--- config.mk ---
export PLATFORM = sky130hd
export DESIGN_NAME = alu_cmd_issuer_flat
export DESIGN_NICKNAME = d
export VERILOG_FILES = /design/src/rtl/alu_cmd_issuer_if.sv /design/src/rtl/alu_cmd_issuer.sv /design/src/flat_wrapper.sv
export SDC_FILE = /design/constraint.sdc
export NUM_CORES = 1
export LEC_CHECK = 0
export ABC_AREA = 1
export CAP_MARGIN = 20
export CORE_MARGIN = 4
export CORE_UTILIZATION = 39
export DETAILED_ROUTE_END_ITERATION = 16
export GPL_TIMING_DRIVEN = 0
export PLACE_DENSITY = 0.88
export SLEW_MARGIN = 30
export SYNTH_ARGS = -nofsm -noshare
export SYNTH_HDL_FRONTEND = slang
export SYNTH_SLANG_ARGS = --single-unit
--- constraint.sdc ---
create_clock -name clk -period 1.59 [get_ports clk]
set_clock_uncertainty 0.05 [all_clocks]
set_input_delay 0.3975 -clock clk [delete_from_list [all_inputs] [get_ports clk]]
set_output_delay 0.3975 -clock clk [all_outputs]
set_load 0.005 [all_outputs]
--- src/rtl/alu_cmd_issuer_if.sv ---
// Command, ALU operand/result and response signals of alu_cmd_issuer.
// slave = issuer side, master = command source plus the ALU it fronts.
interface alu_cmd_issuer_if #(
  parameter int W   = 8,
  parameter int OPW = 3
);
  logic           cmd_valid_i;
  logic           cmd_ready_o;
  logic [OPW-1:0] cmd_op_i;
  logic [W-1:0]   cmd_a_i;
  logic [W-1:0]   cmd_b_i;
  logic           cmd_acc_i;
  logic [W-1:0]   alu_a_o;
  logic [W-1:0]   alu_b_o;
  logic [OPW-1:0] alu_op_o;
  logic [W-1:0]   alu_res_i;
  logic           rsp_valid_o;
  logic           rsp_ready_i;
  logic [W-1:0]   rsp_data_o;
  logic           rsp_zero_o;
  logic [W-1:0]   acc_o;

  modport slave (
    input  cmd_valid_i, cmd_op_i, cmd_a_i, cmd_b_i, cmd_acc_i, alu_res_i, rsp_ready_i,
    output cmd_ready_o, alu_a_o, alu_b_o, alu_op_o, rsp_valid_o, rsp_data_o, rsp_zero_o, acc_o
  );

  modport master (
    output cmd_valid_i, cmd_op_i, cmd_a_i, cmd_b_i, cmd_acc_i, alu_res_i, rsp_ready_i,
    input  cmd_ready_o, alu_a_o, alu_b_o, alu_op_o, rsp_valid_o, rsp_data_o, rsp_zero_o, acc_o
  );
endinterface

--- src/rtl/alu_cmd_issuer.sv ---
// ALU command issuer with chaining accumulator; result on rsp 2 cycles after cmd handshake, 1 op per 3 cycles.
// rsp held until rsp_ready_i, cmd_ready_o only in IDLE; ALU_CMD_ISSUER_OPCNT_EN adds op_cnt_o.
module alu_cmd_issuer #(
  parameter int W   = 8,
  parameter int OPW = 3
) (
  input  logic            clk,
  input  logic            rst_n,
  alu_cmd_issuer_if.slave bus
`ifdef ALU_CMD_ISSUER_OPCNT_EN
  ,
  output logic [15:0]     op_cnt_o
`endif
);

  typedef enum logic [1:0] {IDLE, ISSUE, RESP} state_t;

  state_t         state_q, state_d;
  logic           cmd_hs, rsp_hs;
  logic [W-1:0]   a_q, b_q, data_q, acc_q;
  logic [OPW-1:0] op_q;
  logic           vld_q, zero_q;

  always_ff @(posedge clk or negedge rst_n) begin
    if (!rst_n) state_q <= IDLE;
    else        state_q <= state_d;
  end

  always_comb begin
    state_d = state_q;
    cmd_hs  = 1'b0;
    rsp_hs  = 1'b0;
    case (state_q)
      IDLE: begin
        if (bus.cmd_valid_i) begin
          cmd_hs  = 1'b1;
          state_d = ISSUE;
        end
      end
      ISSUE: state_d = RESP;
      RESP: begin
        if (vld_q && bus.rsp_ready_i) begin
          rsp_hs  = 1'b1;
          state_d = IDLE;
        end
      end
      default: state_d = IDLE;
    endcase
  end

  // Operands stay frozen outside ISSUE so the ALU output is stable when captured.
  always_ff @(posedge clk or negedge rst_n) begin
    if (!rst_n) begin
      a_q    <= '0;
      b_q    <= '0;
      op_q   <= '0;
      data_q <= '0;
      acc_q  <= '0;
      zero_q <= 1'b0;
      vld_q  <= 1'b0;
    end else begin
      if (cmd_hs) begin
        op_q <= bus.cmd_op_i;
        b_q  <= bus.cmd_b_i;
        a_q  <= bus.cmd_acc_i ? acc_q : bus.cmd_a_i;
      end
      if (state_q == ISSUE) begin
        data_q <= bus.alu_res_i;
        acc_q  <= bus.alu_res_i;
        zero_q <= (bus.alu_res_i == '0);
        vld_q  <= 1'b1;
      end
      if (rsp_hs) vld_q <= 1'b0;
    end
  end

`ifdef ALU_CMD_ISSUER_OPCNT_EN
  logic [15:0] op_cnt_q;

  always_ff @(posedge clk or negedge rst_n) begin
    if (!rst_n)      op_cnt_q <= '0;
    else if (rsp_hs) op_cnt_q <= op_cnt_q + 16'd1;
  end

  assign op_cnt_o = op_cnt_q;
`endif

  assign bus.cmd_ready_o = (state_q == IDLE);
  assign bus.alu_a_o     = a_q;
  assign bus.alu_b_o     = b_q;
  assign bus.alu_op_o    = op_q;
  assign bus.rsp_valid_o = vld_q;
  assign bus.rsp_data_o  = data_q;
  assign bus.rsp_zero_o  = zero_q;
  assign bus.acc_o       = acc_q;

endmodule

--- src/flat_wrapper.sv ---
// flat-port wrapper written by rule: the top's interface ports become plain ports
module alu_cmd_issuer_flat 
#(
  parameter int W   = 8,
  parameter int OPW = 3
)
  (clk, rst_n, bus_cmd_valid_i, bus_cmd_op_i, bus_cmd_a_i, bus_cmd_b_i, bus_cmd_acc_i, bus_alu_res_i, bus_rsp_ready_i, bus_cmd_ready_o, bus_alu_a_o, bus_alu_b_o, bus_alu_op_o, bus_rsp_valid_o, bus_rsp_data_o, bus_rsp_zero_o, bus_acc_o);
  alu_cmd_issuer_if #(.W(W), .OPW(OPW)) bus_i ();
  input  logic clk;
  input  logic rst_n;
  input wire logic [$bits(bus_i.cmd_valid_i)-1:0] bus_cmd_valid_i;
  input wire logic [$bits(bus_i.cmd_op_i)-1:0] bus_cmd_op_i;
  input wire logic [$bits(bus_i.cmd_a_i)-1:0] bus_cmd_a_i;
  input wire logic [$bits(bus_i.cmd_b_i)-1:0] bus_cmd_b_i;
  input wire logic [$bits(bus_i.cmd_acc_i)-1:0] bus_cmd_acc_i;
  input wire logic [$bits(bus_i.alu_res_i)-1:0] bus_alu_res_i;
  input wire logic [$bits(bus_i.rsp_ready_i)-1:0] bus_rsp_ready_i;
  output wire logic [$bits(bus_i.cmd_ready_o)-1:0] bus_cmd_ready_o;
  output wire logic [$bits(bus_i.alu_a_o)-1:0] bus_alu_a_o;
  output wire logic [$bits(bus_i.alu_b_o)-1:0] bus_alu_b_o;
  output wire logic [$bits(bus_i.alu_op_o)-1:0] bus_alu_op_o;
  output wire logic [$bits(bus_i.rsp_valid_o)-1:0] bus_rsp_valid_o;
  output wire logic [$bits(bus_i.rsp_data_o)-1:0] bus_rsp_data_o;
  output wire logic [$bits(bus_i.rsp_zero_o)-1:0] bus_rsp_zero_o;
  output wire logic [$bits(bus_i.acc_o)-1:0] bus_acc_o;
  assign bus_i.cmd_valid_i = bus_cmd_valid_i;
  assign bus_i.cmd_op_i = bus_cmd_op_i;
  assign bus_i.cmd_a_i = bus_cmd_a_i;
  assign bus_i.cmd_b_i = bus_cmd_b_i;
  assign bus_i.cmd_acc_i = bus_cmd_acc_i;
  assign bus_i.alu_res_i = bus_alu_res_i;
  assign bus_i.rsp_ready_i = bus_rsp_ready_i;
  assign bus_cmd_ready_o = bus_i.cmd_ready_o;
  assign bus_alu_a_o = bus_i.alu_a_o;
  assign bus_alu_b_o = bus_i.alu_b_o;
  assign bus_alu_op_o = bus_i.alu_op_o;
  assign bus_rsp_valid_o = bus_i.rsp_valid_o;
  assign bus_rsp_data_o = bus_i.rsp_data_o;
  assign bus_rsp_zero_o = bus_i.rsp_zero_o;
  assign bus_acc_o = bus_i.acc_o;
  alu_cmd_issuer #(.W(W), .OPW(OPW)) u_core (.clk(clk), .rst_n(rst_n), .bus(bus_i));
endmodule
==> results.md, run 1 <==
* Core Region at approximately 3400 µm²
* Synth Net Count at around 200
* DR pass1 iterations at 4
* Static Leak at roughly 1.3 nW
* Rel. slew slack at 0.551
* Remaining DRCs at 0
* Data required time of the worst path at ~1.1 ns
* Crit Path Max Fanout at 3
* Per-cell routed wire length at about 12 µm
* Antenna violations before repair at 0
* CTS Buf Count at 5
* RSZ-0062 raised after global routing: false
* Endpoints failing hold at 0
* Vias at ~1300
* Final hold slack at just under 0.04 ns
* Final WL at about 3.5 mm
* All-Layer GR Usage at 0.173
* Startpoint class of the critical path: flop
* Prevailing post-synth register cell: dfrtp_1
* DP HPWL at about 2.6 mm
* Chip width at ~67 µm
* Hold-fix buffers, CTS at 0
* EDFF count, synth at 0
* Via-per-instance ratio at around 4.4
* Commonest cells in the netlist: nand2_1, dfrtp_1, inv_1, o21ai_0, buf_4
* PD cells at 1680 nW/µm²
* Sequential cell area fraction in the yosys report at 0.566
* FF+latch count, synth at 31
* Io pins at 70
* Fin. max-slew vios at 0
* # setup viols final at 0
* Port Buffers at 69
* Die Ht at about 67 µm
* Num Clock Sinks at 31
* Starting Density at 0.408
* Power Total at about 0.0038 W
* Latest clock arrival within the worst-skew pair at ~0.33 ns
* Congestion Overflow GR at 0
* Iteration-0 DRC Markers at between 60 and 70
* Placed insts at 285
* Yosys cell types at 13
* Row cnt at 21
* Minimum clock period at roughly 1.5 ns
* Fill cells at 335
* First-pass GRT wire length at roughly 5.8 mm
* Synth area leader: dfrtp_1
* Post-route cell area at about 2200 µm²
* Area added between synthesis and finish at 63.8%
* Multi-input gate area at 440 µm²
* Final period util at 0.949
* Gate Count Post-Synth at 170
* Register area at between 700 and 800 µm²
* Peak VDD IR at 0.850 mV
* H-Tree Depth at 2
* Crit. End Element: output port
* Pin count of the biggest net entering global routing at 32
* Inserted Diodes at 0
* Synthesized area at between 1000 and 1500 µm²
* Post-route insts no fill at between 300 and 400
* Core Util, Final at 0.668
* Crit path DAT at roughly 1.1 ns
* Total die area at between 4000 and 5000 µm²
* Layout cells sized above 1 at 0.173
* Max-cap viol count at 0
* Mean Syn Cell Area at 8.07 µm²
* Hold crit path type: input port to asynchronous set/reset pin
* Post-synth ARST share at 1.00
* CTS tree: done
* Critical setup path kind: flop to output port
* Vias in the first global route at 1276
* Root Driver: clkbuf_4
* Synth top area share at 0.566
* Clock tree buffer depth at 2
* Number of synthesis warnings at 0
* Worst-path clk slew at about 0.090 ns
* RePlAce Congestion at just under 0.8
* Most common cell in the synthesized netlist: nand2_1
* Largest cells by area after synthesis: dfrtp_1, nand2_1, buf_4
* Nets@finish at just under 300
* Routed Antenna Nets at 0
* Status: complete, no violations
* Fmax at approximately 660 MHz
* Dpl cell area at roughly 2100 µm²
* Worst Tran Pin Value at just under 0.7 ns
[state kept, by name (all words and copies together) (netlist names)]
name and count:
u_core.bus.acc_o 8, u_core.bus.alu_a_o 8, u_core.bus.rsp_zero_o 1, u_core.bus.alu_b_o 8, u_core.state_q 2, u_core.bus.alu_op_o 3, u_core.bus.rsp_valid_o 1
[per-stage QoR]
step	TNS (ns)	setup WS, ns
after floorplan	0	0.412
after global placement	-15.06	-0.449
after detailed placement	-1.37	-0.184
after CTS	0	0.00323
after global routing	0	0.00959
final	0	0.0813
[final cells by class]
class,count,share of cell area
clock inverter,2,0.0156
timing repair buffer,82,0.323
sequential,31,0.346
clock buffer,6,0.0228
tap,46,0.0256
buffer,14,0.0446
inverter,16,0.0267
multi-input combinational,109,0.196
[power by group]
part / switching (W) / internal (W)
clock network: 0.000275 / 0.000371
logic: 0.000736 / 0.00104
registers: 0.000217 / 0.00114
total: 0.00123 / 0.00255
[final timing paths]
| kind | start | endpoint | slack [ns] | depth (start not counted) |
|---|---|---|---|---|
| worst max register to register | u_core.state_q[1] | u_core.bus.acc_o[6] | 0.29 | 5 |
| worst min register to register | u_core.bus.alu_a_o[3] | u_core.bus.alu_a_o[3] | 0.43 | 2 |
| max in group asynchronous | rst_n | u_core.state_q[0] | 0.98 | 1 |
| min in group clk | u_core.bus.alu_a_o[3] | u_core.bus.alu_a_o[3] | 0.43 | 2 |
| worst max-delay path | u_core.bus.acc_o[7] | bus_rsp_data_o[7] | 0.08 | 2 |
| worst min-delay path | rst_n | u_core.bus.alu_op_o[2] | 0.04 | 1 |
[timing repair]
| item | in CTS | in global routing |
|---|---|---|
| setup buffers | 20 | 0 |
| gates cloned | 0 | 0 |
| gates resized for setup | 55 | 2 |
| endpoints found under the setup margin | 38 | 9 |
[cells in the final DEF, fill, tap and decap left out, types with 2 or more instances in the layout]
| cell | netlist | routed |
|---|---|---|
| clkbuf_4 | 0 | 5 |
| inv_1 | 16 | 16 |
| dlygate4sd2_1 | 0 | 29 |
| o21ai_0 | 14 | 14 |
| buf_4 | 10 | 30 |
| nand3_1 | 2 | 2 |
| dfrtp_1 | 31 | 30 |
| clkdlybuf4s50_1 | 0 | 30 |
| a21oi_1 | 2 | 2 |
| buf_2 | 2 | 3 |
| nor2_1 | 6 | 6 |
| nand2_1 | 83 | 83 |
[critical path: stages, from the launching register on]
cell and delay, ns:
dfrtp_1 0.41, buf_4 0.14, clkdlybuf4s15_1 0.19
[cells by family (layout without fill, tap and decap cells)]
family,count (synthesis),count (layout),synth area share
buf+inv,30,120,0.117
compound gates,16,16,0.0584
flops,31,31,0.566
simple gates,93,93,0.259
[per-layer routing]
| layer | vias to the layer above | wire (µm) | GRT usage |
|---|---|---|---|
| li1 | 684 | - | - |
| met1 | 592 | 1440 | 0.200 |
| met2 | 49 | 1750 | 0.286 |
| met3 | 7 | 296 | 0.0699 |
| met4 | 0 | 64 | 0.0684 |
| met5 | - | 0 | 0 |
Power figures use the tool's default switching activity.
==> run 2: changes to the inputs <==
--- a/config.mk
+++ b/config.mk
@@ -11,6 +11,7 @@
 export CORE_UTILIZATION = 39
 export DETAILED_ROUTE_END_ITERATION = 16
 export GPL_TIMING_DRIVEN = 0
+export MAX_ROUTING_LAYER = met4
 export PLACE_DENSITY = 0.88
 export SLEW_MARGIN = 30
 export SYNTH_ARGS = -nofsm -noshare
==> run 2 against run 1 <==
Effect of this change: clock-buffer cell count unchanged; worst hold slack about the same; final area unchanged; clock power about the same; setup slack about the same; routed wire length down 0.48%; die area unchanged; maximum frequency about the same; final cell count unchanged; combinational power about the same; sequential share of layout area unchanged; critical path type unchanged; largest power group unchanged.
==> results.md, run 2 (synthesis gave the netlist of run 1 again) <==
* Status: complete, no violations
* Port Buffers at 69 (unchanged)
* Final WL at 3.53 mm (-0.48%)
* Nets@finish at 291 (unchanged)
* Post-route insts no fill at 306 (unchanged)
* Static Leak at 1.25 nW (unchanged)
* Worst-path clk slew at 0.09 ns (about the same)
* Hold crit path type: input port to asynchronous set/reset pin
* Crit Path Max Fanout at 3 (unchanged)
* Commonest non-fill, non-tap cell in the layout: nand2_1
* Vias at 1340 (+0.60%)
* Row cnt at 21 (unchanged)
* Core Util, Final at 0.668 (unchanged)
* Setup TNS at 0 ns (unchanged)
* Placed insts at 285 (unchanged)
* Critical setup path kind: flop to output port
* Per-cell routed wire length at 11.5 µm (-0.48%)
* R2R setup slack at 0.30 ns (about the same)
* Crit. End Element: output port
* RSZ-0062 raised after global routing: false
* Data required time of the worst path at 1.14 ns (about the same)
* Iteration-0 DRC Markers at 66 (+1.5%)
* Top sig layer: met4
* Final period util at 0.949 (about the same)
* Fin. max-slew vios at 0 (unchanged)
* Congestion Overflow GR at 0 (unchanged)
* Num Clock Sinks at 31 (unchanged)
* Final hold slack at 0.0393 ns (+0.0000410 ns)
* Clock tree buffer depth at 2 (unchanged)
* Met3 WL post-DR at 306 µm (+3.4%)
* Worst R2R Start: u_core.state_q[1]
* Endpoints failing hold at 0 (unchanged)
* CTS tree: done
* DP HPWL at 2.58 mm (unchanged)
* Minimum clock period at 1.51 ns (+0.000111 ns)
* R2R depth at 5 (unchanged)
* Critical R2R Capture: u_core.bus.acc_o[6]
* Rel. slew slack at 0.551 (about the same)
* Antenna violations before repair at 0 (unchanged)
* Startpoint class of the critical path: flop
* Multi-input gate area at 440 µm² (unchanged)
* Fmax at 663 MHz (about the same)
* Root Driver: clkbuf_4
* Worst Tran Pin Value at 0.673 ns (-0.000110 ns)
* Most frequent cells in the layout: nand2_1, buf_4, clkdlybuf4s50_1, dfrtp_1, dlygate4sd2_1
* Vias in the first global route at 1275 (-0.078%)
* DR pass1 iterations at 4 (unchanged)
* Max-cap viol count at 0 (unchanged)
* Starting Density at 0.408 (unchanged)
* Peak VDD IR at 0.848 mV (-0.17%)
* Latest clock arrival within the worst-skew pair at 0.33 ns (about the same)
* Routed Antenna Nets at 0 (unchanged)
* Hold-fix buffers, CTS at 0 (unchanged)
* Pin count of the biggest net entering global routing at 32 (unchanged)
* Layout cells sized above 1 at 0.173 (unchanged)
* Register area at 777 µm² (unchanged)
* Met2 wire length at 1.73 mm (-0.91%)
* H-Tree Depth at 2 (unchanged)
* Inserted Diodes at 0 (unchanged)
* Fill cells at 335 (unchanged)
* All-Layer GR Usage at 0.178 (+0.00465)
* Io pins at 70 (unchanged)
* Crit path DAT at 1.06 ns (about the same)
* Area added between synthesis and finish at 63.8% (unchanged)
* PD cells at 1680 nW/µm² (about the same)
* # setup viols final at 0 (unchanged)
* Core Region at 3360 µm² (unchanged)
* Chip width at 67.3 µm (unchanged)
* WL met1 at 1.43 mm (-0.77%)
* Total die area at 4530 µm² (unchanged)
* RePlAce Congestion at 0.781 (+1.3%)
* CTS Buf Count at 5 (unchanged)
* Via-per-instance ratio at 4.38 (+0.60%)
* First-pass GRT wire length at 5.78 mm (unchanged)
* Remaining DRCs at 0 (unchanged)
* Die Ht at 67.3 µm (unchanged)
run 2: cell counts in the layout (fill, tap and decap cells not counted):
Identical to the previous run, type by type.
run 2: how the worst max path moves through the flow:
stage / from / end / slack [ns]
4_1_cts: u_core.bus.acc_o[7] / bus_rsp_data_o[7] / 0.003
5_1_grt: u_core.bus.acc_o[7] / bus_rsp_data_o[7] / 0.01
3_3_place_gp: rst_n / u_core.bus.rsp_valid_o / -0.45
3_5_place_dp: bus_cmd_acc_i / u_core.bus.alu_a_o[5] / -0.18
2_1_floorplan: u_core.state_q[0] / u_core.bus.alu_a_o[0] / 0.41
6_report: u_core.bus.acc_o[7] / bus_rsp_data_o[7] / 0.08
run 2: cell type report:
cell class | instances | share of cell area
Clock buffer | 6 | 0.0228
Multi-Input combinational cell | 109 | 0.196
Inverter | 16 | 0.0267
Timing Repair Buffer | 82 | 0.323
Buffer | 14 | 0.0446
Tap cell | 46 | 0.0256
Clock inverter | 2 | 0.0156
Sequential cell | 31 | 0.346
run 2: repair_timing:
item                                   CTS  global route
endpoints found under the hold margin    0             0
setup buffers                           20             0
setup endpoints to repair               38             9
gates resized for setup                 55             2
run 2: critical path, stage by stage (launching register included):
cell,delay (ns)
dfrtp_1,0.41
buf_4,0.14
clkdlybuf4s15_1,0.19
run 2: stage by stage:
step	total power [W]	instance area, µm²	worst slack (ns)
detailed placement	0.00324	2110	-0.184
global placement	0.00318	2120	-0.449
global route	0.00411	2250	0.00959
finish	0.00378	2250	0.0812
CTS	0.00396	2300	0.00323
floorplan	0.00209	1370	0.412
run 2: where the power goes:
part	internal [W]	switching, W	total (W)
logic	0.00104	0.000735	0.00177
clock network	0.000371	0.000274	0.000646
registers	0.00114	0.000216	0.00136
total	0.00255	0.00123	0.00378
run 2: routing by layer:
metal / global-route usage / vias to the layer above
met1: 0.199 / 597
li1: - / 684
met3: 0.0699 / 7
met4: 0.0684 / 0
met2: 0.286 / 52
met5: - / -
==> run 3: changes to the inputs <==
--- a/config.mk
+++ b/config.mk
@@ -8,11 +8,12 @@
 export ABC_AREA = 1
 export CAP_MARGIN = 20
 export CORE_MARGIN = 4
-export CORE_UTILIZATION = 39
+export CORE_UTILIZATION = 60
 export DETAILED_ROUTE_END_ITERATION = 16
+export DONT_BUFFER_PORTS = 1
 export GPL_TIMING_DRIVEN = 0
 export MAX_ROUTING_LAYER = met4
-export PLACE_DENSITY = 0.88
+export PLACE_DENSITY = 0.85
 export SLEW_MARGIN = 30
 export SYNTH_ARGS = -nofsm -noshare
 export SYNTH_HDL_FRONTEND = slang
==> constraint.sdc (replaced) <==
create_clock -name clk -period 1.59 [get_ports clk]
set_clock_uncertainty 0.05 [all_clocks]
set_input_delay 0.159 -clock clk [delete_from_list [all_inputs] [get_ports clk]]
set_output_delay 0.159 -clock clk [all_outputs]
set_load 0.005 [all_outputs]
==> run 3 against run 2 <==
Effect of this change: register-to-register slack worse by 0.11 ns; critical path depth is 3 higher; setup slack better by 0.11 ns; first-iteration DRC count fell by 15%; core utilization up 12 points; sequential power rose by 9.6%; clock power is 35% lower; die area down 31%; flip-flop and latch count did not move; via count down 14%; final area shrank 23%; critical path type is now flop to flop; largest cell class is now sequential cells; largest power group is now sequential cells.
==> results.md, run 3 (synthesis gave the netlist of run 1 again) <==
* Status: complete, no violations
* Congestion Overflow GR at 0 (unchanged)
* Fmax at 716 MHz (+8.0%)
* Startpoint class of the critical path: flop
* PD cells at 1630 nW/µm² (-3.3%)
* Hold EP: u_core.bus.alu_a_o[3]
* Port Buffers at 0 (-100%)
* Core Region at 2190 µm² (-35%)
* Iteration-0 DRC Markers at 56 (-15%)
* Final WL at 3.20 mm (-9.3%)
* Per-cell routed wire length at 13.9 µm (+20%)
* Chip width at 55.8 µm (-17%)
* Most frequent cells in the layout: nand2_1, dfrtp_1, dlygate4sd3_1
* H-Tree Depth at 2 (unchanged)
* Critical R2R Capture: u_core.bus.alu_a_o[5]
* Vias in the first global route at 1203 (-5.6%)
* First-pass GRT wire length at 5.44 mm (-5.8%)
* Minimum clock period at 1.40 ns (-0.112 ns)
* Setup bufs post-CTS at 0 (-100%)
* Hold crit path type: input port to flop
* Root Driver: clkbuf_4
* Worst-path clk slew at 0.09 ns (about the same)
* Nets@finish at 234 (-20%)
* Num Clock Sinks at 31 (unchanged)
* Layout cells sized above 1 at 0.113 (-0.0598)
* Clock tree buffer depth at 2 (unchanged)
* Die Ht at 55.8 µm (-17%)
* Endpoints failing hold at 0 (unchanged)
* Post-route cell area at 1720 µm² (-23%)
* Io pins at 70 (unchanged)
* Crit path DAT at 1.56 ns (+0.50 ns)
* CTS Buf Count at 5 (unchanged)
* Dpl cell area at 1410 µm² (-33%)
* RePlAce Congestion at 0.696 (-11%)
* Power Total at 0.00279 W (-26%)
* DP HPWL at 2.07 mm (-20%)
* All-Layer GR Usage at 0.233 (+0.0546)
* RSZ-0062 raised after global routing: false
* Critical setup path kind: flop to flop
* # setup viols final at 0 (unchanged)
* Static Leak at 0.945 nW (-25%)
* Via-per-instance ratio at 5.00 (+14%)
* Remaining DRCs at 0 (unchanged)
* Row cnt at 17 (-19%)
* CTS tree: done
* Inserted Diodes at 0 (unchanged)
* Worst R2R Start: u_core.bus.acc_o[5]
* Commonest non-fill, non-tap cell in the layout: nand2_1
* R2R depth at 5 (unchanged)
* Starting Density at 0.626 (+0.218)
* Peak VDD IR at 0.933 mV (+10%)
* CTS resizes at 0 (-100%)
* Rel. slew slack at 0.800 (+0.249)
* Worst hold start: bus_cmd_acc_i
* Routed Antenna Nets at 0 (unchanged)
* Vias at 1156 (-14%)
* Hold-fix buffers, CTS at 25 (+25)
* Fin. max-slew vios at 0 (unchanged)
* Crit. End Element: flop
* Pin count of the biggest net entering global routing at 32 (unchanged)
* DR pass1 iterations at 4 (unchanged)
* R2R setup slack at 0.19 ns (-0.11 ns)
* Max-cap viol count at 0 (unchanged)
* Total die area at 3110 µm² (-31%)
* Final period util at 0.878 (-0.0705)
* Area added between synthesis and finish at 25.4%
* Latest clock arrival within the worst-skew pair at 0.32 ns (about the same)
* Worst Tran Pin Value at 0.299 ns (-0.373 ns)
* Data required time of the worst path at 1.76 ns (+0.62 ns)
* Antenna violations before repair at 0 (unchanged)
* Crit Path Max Fanout at 4 (+1)
* Setup TNS at 0 ns (unchanged)
* Final hold slack at 0.0209 ns (-0.0184 ns)
* Hold Crit Depth at 4
[run 3: worst max-delay path by stage]
stage / startpoint / end / slack [ns] / depth (start not counted)
finish: u_core.bus.acc_o[5] / u_core.bus.alu_a_o[5] / 0.19 / 5
global route: u_core.bus.acc_o[5] / u_core.bus.alu_a_o[5] / 0.14 / 5
CTS: u_core.bus.acc_o[5] / u_core.bus.alu_a_o[5] / 0.20 / 5
detailed placement: u_core.state_q[0] / u_core.bus.alu_b_o[3] / 0.27 / 6
global placement: u_core.state_q[0] / u_core.bus.alu_a_o[2] / 0.29 / 6
floorplan: u_core.state_q[0] / u_core.bus.alu_a_o[0] / 0.41 / 6
[run 3: final cells by class]
type / count / area [µm²]
Clock buffer: 5 / 37.5
Buffer: 14 / 100
Fill cell: 162 / 472
Sequential cell: 31 / 776
Tap cell: 28 / 35.0
Multi-Input combinational cell: 109 / 435
Inverter: 16 / 60.1
Clock inverter: 3 / 15.0
Timing Repair Buffer: 25 / 260
[run 3: stage by stage]
stage / setup WS, ns / utilization / cells
6_report: 0.193 / 0.785 / 231
3_5_place_dp: 0.273 / 0.642 / 198
5_1_grt: 0.142 / 0.785 / 231
4_1_cts: 0.205 / 0.785 / 231
2_1_floorplan: 0.412 / - / 170
3_3_place_gp: 0.290 / 0.642 / 198
[run 3: worst max-delay path: stages, from the launching register on]
cell	delay, ns
dfrtp_1	0.43
nand2_1	0.07
o21ai_0	0.07
dlygate4sd3_1	0.57
nand2_1	0.07
nand2_1	0.04
[run 3: per-layer routing]
metal	share of wire	global-route usage	vias up
met2	0.53	0.392	55
met1	0.39	0.249	534
li1	-	-	565
met5	0	-	-
met4	0.0053	0.0729	0
met3	0.080	0.0951	2
[run 3: power breakdown]
group          leakage [nW]  switching (W)  internal [W]  total [W]
combinational         0.527       0.000470      0.000411   0.000881
clock                0.0347       0.000257      0.000164   0.000421
sequential            0.383       0.000347       0.00114    0.00149
==> RTL change 1 (settings of run 2) <==
`W` is set to 8 in 3 places; all go to 10.
--- a/src/rtl/alu_cmd_issuer_if.sv
+++ b/src/rtl/alu_cmd_issuer_if.sv
@@ -1,7 +1,7 @@
 // Command, ALU operand/result and response signals of alu_cmd_issuer.
 // slave = issuer side, master = command source plus the ALU it fronts.
 interface alu_cmd_issuer_if #(
-  parameter int W   = 8,
+  parameter int W   = 10,
   parameter int OPW = 3
 );
   logic           cmd_valid_i;
--- a/src/rtl/alu_cmd_issuer.sv
+++ b/src/rtl/alu_cmd_issuer.sv
@@ -1,7 +1,7 @@
 // ALU command issuer with chaining accumulator; result on rsp 2 cycles after cmd handshake, 1 op per 3 cycles.
 // rsp held until rsp_ready_i, cmd_ready_o only in IDLE; ALU_CMD_ISSUER_OPCNT_EN adds op_cnt_o.
 module alu_cmd_issuer #(
-  parameter int W   = 8,
+  parameter int W   = 10,
   parameter int OPW = 3
 ) (
   input  logic            clk,
--- a/src/flat_wrapper.sv
+++ b/src/flat_wrapper.sv
@@ -1,7 +1,7 @@
 // flat-port wrapper written by rule: the top's interface ports become plain ports
 module alu_cmd_issuer_flat 
 #(
-  parameter int W   = 8,
+  parameter int W   = 10,
   parameter int OPW = 3
 )
   (clk, rst_n, bus_cmd_valid_i, bus_cmd_op_i, bus_cmd_a_i, bus_cmd_b_i, bus_cmd_acc_i, bus_alu_res_i, bus_rsp_ready_i, bus_cmd_ready_o, bus_alu_a_o, bus_alu_b_o, bus_alu_op_o, bus_rsp_valid_o, bus_rsp_data_o, bus_rsp_zero_o, bus_acc_o);
Ports: changed (7 resized); port bits go from 70 to 84. The function was not compared with the original's and may differ.
==> RTL change 1 against run 2 <==
Register-to-register slack worse by 0.04 ns; total power rose by 31%; worst setup slack got worse by 0.033 ns; sequential cell count up 6; clock power up 27%; utilization up 3.8 points; final area up 28%; non-clock buffer count is 26 higher; die area grew 20%; combinational power is 40% higher; area after synthesis up 23%; routed wire length grew 37%.
==> RTL change 1: results (changes against run 2) <==
[status]
outcome = finished, final reports clean

[placed_design]
dpl_cell_area_um2 = 2591  ; +23%
io_buffers = 82  ; +19%
place.gp.congestion = 0.7964  ; +2.0%
dpl.hpwl_um = 3540  ; +37%
pre_cts_ws_ns = -0.006408  ; +0.1776 ns
dp_cells = 339  ; +19%

[route]
drtIter0Drc = 75  ; +14%
viasPerCell = 4.550  ; +3.9%
drt-total-wl_um = 4819  ; +37%

[synth]
ys_seq_area_share_pct = 54.94  ; -1.6 points
ys_ff_latch = 37  ; +19%
ys_types = 20  ; +7
syn_nets = 244  ; +21%
synth_commonest_cells = nand2_1, dfrtp_1, inv_1, buf_4, o21ai_0
synthTopCellsByArea = dfrtp_1, nand2_1, buf_4, o21ai_0, inv_1
synth_compound_area_share_pct = 4.751  ; -1.1 points
syn-instance-count = 206  ; +21%

[cells_and_area]
drive_above_1_share_pct = 18.81  ; +1.5 points
clock_area_share_pct = 4.033  ; +0.19 points
inv_count = 17  ; +1
multi_input_area_share_pct = 19.60  ; about the same
nets = 356  ; +22%
ff_latch_area_um2 = 928.4  ; +19%
syn_to_final_growth_pct = 71.20
final_area_um2 = 2885  ; +28%
nClkBuffers = 7  ; +1
area_share_nonclk_buffers_pct = 39.64  ; +2.9 points
multi_input_gates = 135  ; +24%
n_all_buffers = 122  ; +27%
fillCellCount = 321  ; -4.2%
fin_cells = 369  ; +21%

[sta]
fmax_mhz = 648.5  ; -2.1%
finalHoldWorstSlack_ns = 0.006045  ; -0.03329 ns
relSlewSlack_pct = 70.04  ; +15 points

[cts]
cts.clk_slew.worst_paths_ns = 0.07  ; -0.02 ns
root_buffer = clkbuf_8
insertion_delay_ns = 0.28  ; -0.05 ns
cts_max_path_buffers = 2  ; unchanged

[global_route]
grt_first_pass_wirelength_um = 7541  ; +30%
grtUsageMet1_pct = 21.82  ; +1.9 points
met2_usage_pct = 31.89  ; +3.3 points
track_usage_pct = 18.59  ; +0.80 points
grt_pass1_vias = 1703  ; +34%
grt_max_degree = 21  ; -34%
use_met3_pct = 4.241  ; -2.7 points

[critical_path]
reg2regPathDepth = 6  ; +1
ff2ff_setup_slack_ns = 0.26  ; -0.04 ns
crit_path_start = u_core.bus.acc_o[5]
path_max_fanout = 4  ; +1
reg2reg_to = u_core.bus.acc_o[5]

[power]
ir_worst_vdd_mv = 0.9125  ; +7.6%
switching_share_pct = 32.57  ; +0.11 points
p_leak_nw = 1.695  ; +35%

==> RTL change 1: cell count changes after synthesis, sizes merged <==
cell,delta
nand2,+26
dfrtp,+6
buf,+3
a21oi,-2
nor2,+2
inv,+1
nand3,-1
nand3b,+1
o21a,+1
o21ai,-1
==> RTL change 1: repair_timing <==
| action | in CTS | in global routing |
|---|---|---|
| gates resized for setup | 39 | 15 |
| hold buffers | 0 | 0 |
| setup endpoints to repair | 34 | 15 |
| buffers inserted | 17 | 5 |
| pin swaps | 0 | 1 |
==> RTL change 1: power groups by stage <==
stage / clock, mW / sequential [mW] / combinational [mW]
floorplan: 0 / 1.70 / 0.879
global placement: 0 / 1.70 / 2.22
detailed placement: 0 / 1.72 / 2.31
CTS: 0.836 / 1.64 / 2.43
global route: 0.881 / 1.70 / 2.71
finish: 0.818 / 1.65 / 2.47
==> RTL change 1: metal layers <==
metal | vias up | share of wire, %
li1 | 837 | -
met1 | 769 | 39
met2 | 64 | 51
met3 | 9 | 7.4
met4 | 0 | 1.7
met5 | - | 0
==> RTL change 2 (settings of run 2) <==
Made on the original files. The 3 states of `state_t` get a one-hot encoding in 3 bits.
--- a/src/rtl/alu_cmd_issuer.sv
+++ b/src/rtl/alu_cmd_issuer.sv
@@ -13,7 +13,7 @@
 `endif
 );
 
-  typedef enum logic [1:0] {IDLE, ISSUE, RESP} state_t;
+  typedef enum logic [2:0] {IDLE = 3'b001, ISSUE = 3'b010, RESP = 3'b100} state_t;
 
   state_t         state_q, state_d;
   logic           cmd_hs, rsp_hs;
Behaviour: no difference found for any inputs over 10 cycles, from zero or initial values and one cycle with rst_n low; not proved beyond that.
==> RTL change 2 against run 2 <==
The flow now finishes with violations (setup timing); sequential power increased by 7%; worst hold slack gained 0.39 ns; routed wire length up 11%; cell count rose by 6.9%; sequential cell count up 1; non-clock buffer count increased by 10; worst setup slack got worse by 0.16 ns; final area is 12% higher; area after synthesis grew 7.2%; largest cell class unchanged; total power grew 18%.
==> RTL change 2: results (changes against run 2) <==
[critical_path]
ff2ff_setup_slack_ns = 0.16  ; -0.14 ns
crit_path_end = bus_cmd_ready_o
crit_path_start = u_core.state_q[0]
slowest_delay_ns = 0.54  ; +0.13 ns
slowest_stage = dfstp_2
reg2regPathDepth = 7  ; +2
path_max_fanout = 2  ; -1

[synth]
syn-instance-count = 182  ; +7.1%
synth_commonest_cells = nand2_1, dfrtp_1, nand3_1, inv_1, o21ai_0
synth_compound_area_share_pct = 5.447  ; -0.39 points
ys_seq_area_share_pct = 54.55  ; -2.0 points

[sta]
setup_ws_ns = -0.07393  ; -0.1551 ns
finalHoldWorstSlack_ns = 0.4265  ; +0.3872 ns
finalSetupViolations = 1  ; +1
relSlewSlack_pct = 71.14  ; +16 points
tns_ns = -0.07393  ; -0.07393 ns

[global_route]
grt_max_degree = 24  ; -25%
track_usage_pct = 17.17  ; -0.63 points

[cells_and_area]
fillCellCount = 307  ; -8.4%
drive_above_1_share_pct = 17.56  ; +0.26 points
fin_cells = 327  ; +6.9%
nets = 310  ; +6.5%
utilization_pct = 68.52  ; +1.7 points

[power]
switchingPower_mw = 1.448  ; +18%
p_leak_nw = 1.463  ; +17%
ir_worst_vdd_mv = 1.092  ; +29%

[cts]
cts.clk_slew.worst_paths_ns = 0.07  ; -0.02 ns
insertion_delay_ns = 0.28  ; -0.05 ns

[placed_design]
dp_cells = 300  ; +5.3%
dpl_cell_area_um2 = 2243  ; +6.1%
dpl.hpwl_um = 2897  ; +12%
place.gp.congestion = 0.7976  ; +2.1%

[route]
drt-total-wl_um = 3924  ; +11%
drtIter0Drc = 97  ; +47%
via_count = 1462  ; +9.1%

[status]
outcome = finished, violations left
violations = setup timing

[RTL change 2: cell types whose count changed in the layout (fill, tap and decap cells not counted), moves of 4 or more]
cell	run 2	this run
dlygate4sd2_1	29	24
clkbuf_8	1	5
clkbuf_4	5	0
dlymetal6s2s_1	0	12
nand3_1	2	24
nand2_1	83	65
[RTL change 2: layer usage]
layer / share of wire, % / global-route usage [%] / routed length (um)
met1: 44 / 20.74 / 1728
met2: 47 / 27.33 / 1856
met3: 7.2 / 6.087 / 283
met4: 1.4 / 4.555 / 56
met5: 0 / - / 0
[RTL change 2: cell type report]
class / instances / area share [%]
clock buffers: 6 / 2.893
inverters: 20 / 2.993
multi-input cells: 113 / 19.50
clock inverters: 2 / 1.397
plain buffers: 17 / 4.539
flip-flops and latches: 32 / 31.97
well taps: 48 / 2.394
repair buffers: 89 / 34.31
[RTL change 2: repair_timing]
action                                 CTS  global route
hold buffers                             1             0
gates resized for setup                 34            12
setup buffers                           12             6
endpoints found under the hold margin    9             0
setup endpoints to repair               29            13
pin swaps                                1             1
[RTL change 2: cells by family (layout without fill, tap and decap cells)]
kind of cell           Yosys count  in the layout
buffers and inverters           37            134
and+or+nand+nor                 97             97
DFF                             32             32
AOI/OAI and AO/OA               16             16
[RTL change 2: power by group through the flow]
stage	clock network, mW	registers [mW]	logic (mW)
2_1_floorplan	0	1.50	0.866
3_3_place_gp	0	1.49	2.06
3_5_place_dp	0	1.50	2.12
4_1_cts	0.768	1.47	2.22
5_1_grt	0.814	1.50	2.49
6_report	0.749	1.46	2.25
[RTL change 2: worst reg2reg max path, stage by stage (launching register included)]
cell and delay, ns:
dfstp_2 0.54, inv_2 0.05, buf_4 0.13, nor2_1 0.12
nand3_1 0.10, buf_2 0.20, nand2_1 0.08, nand2_1 0.05
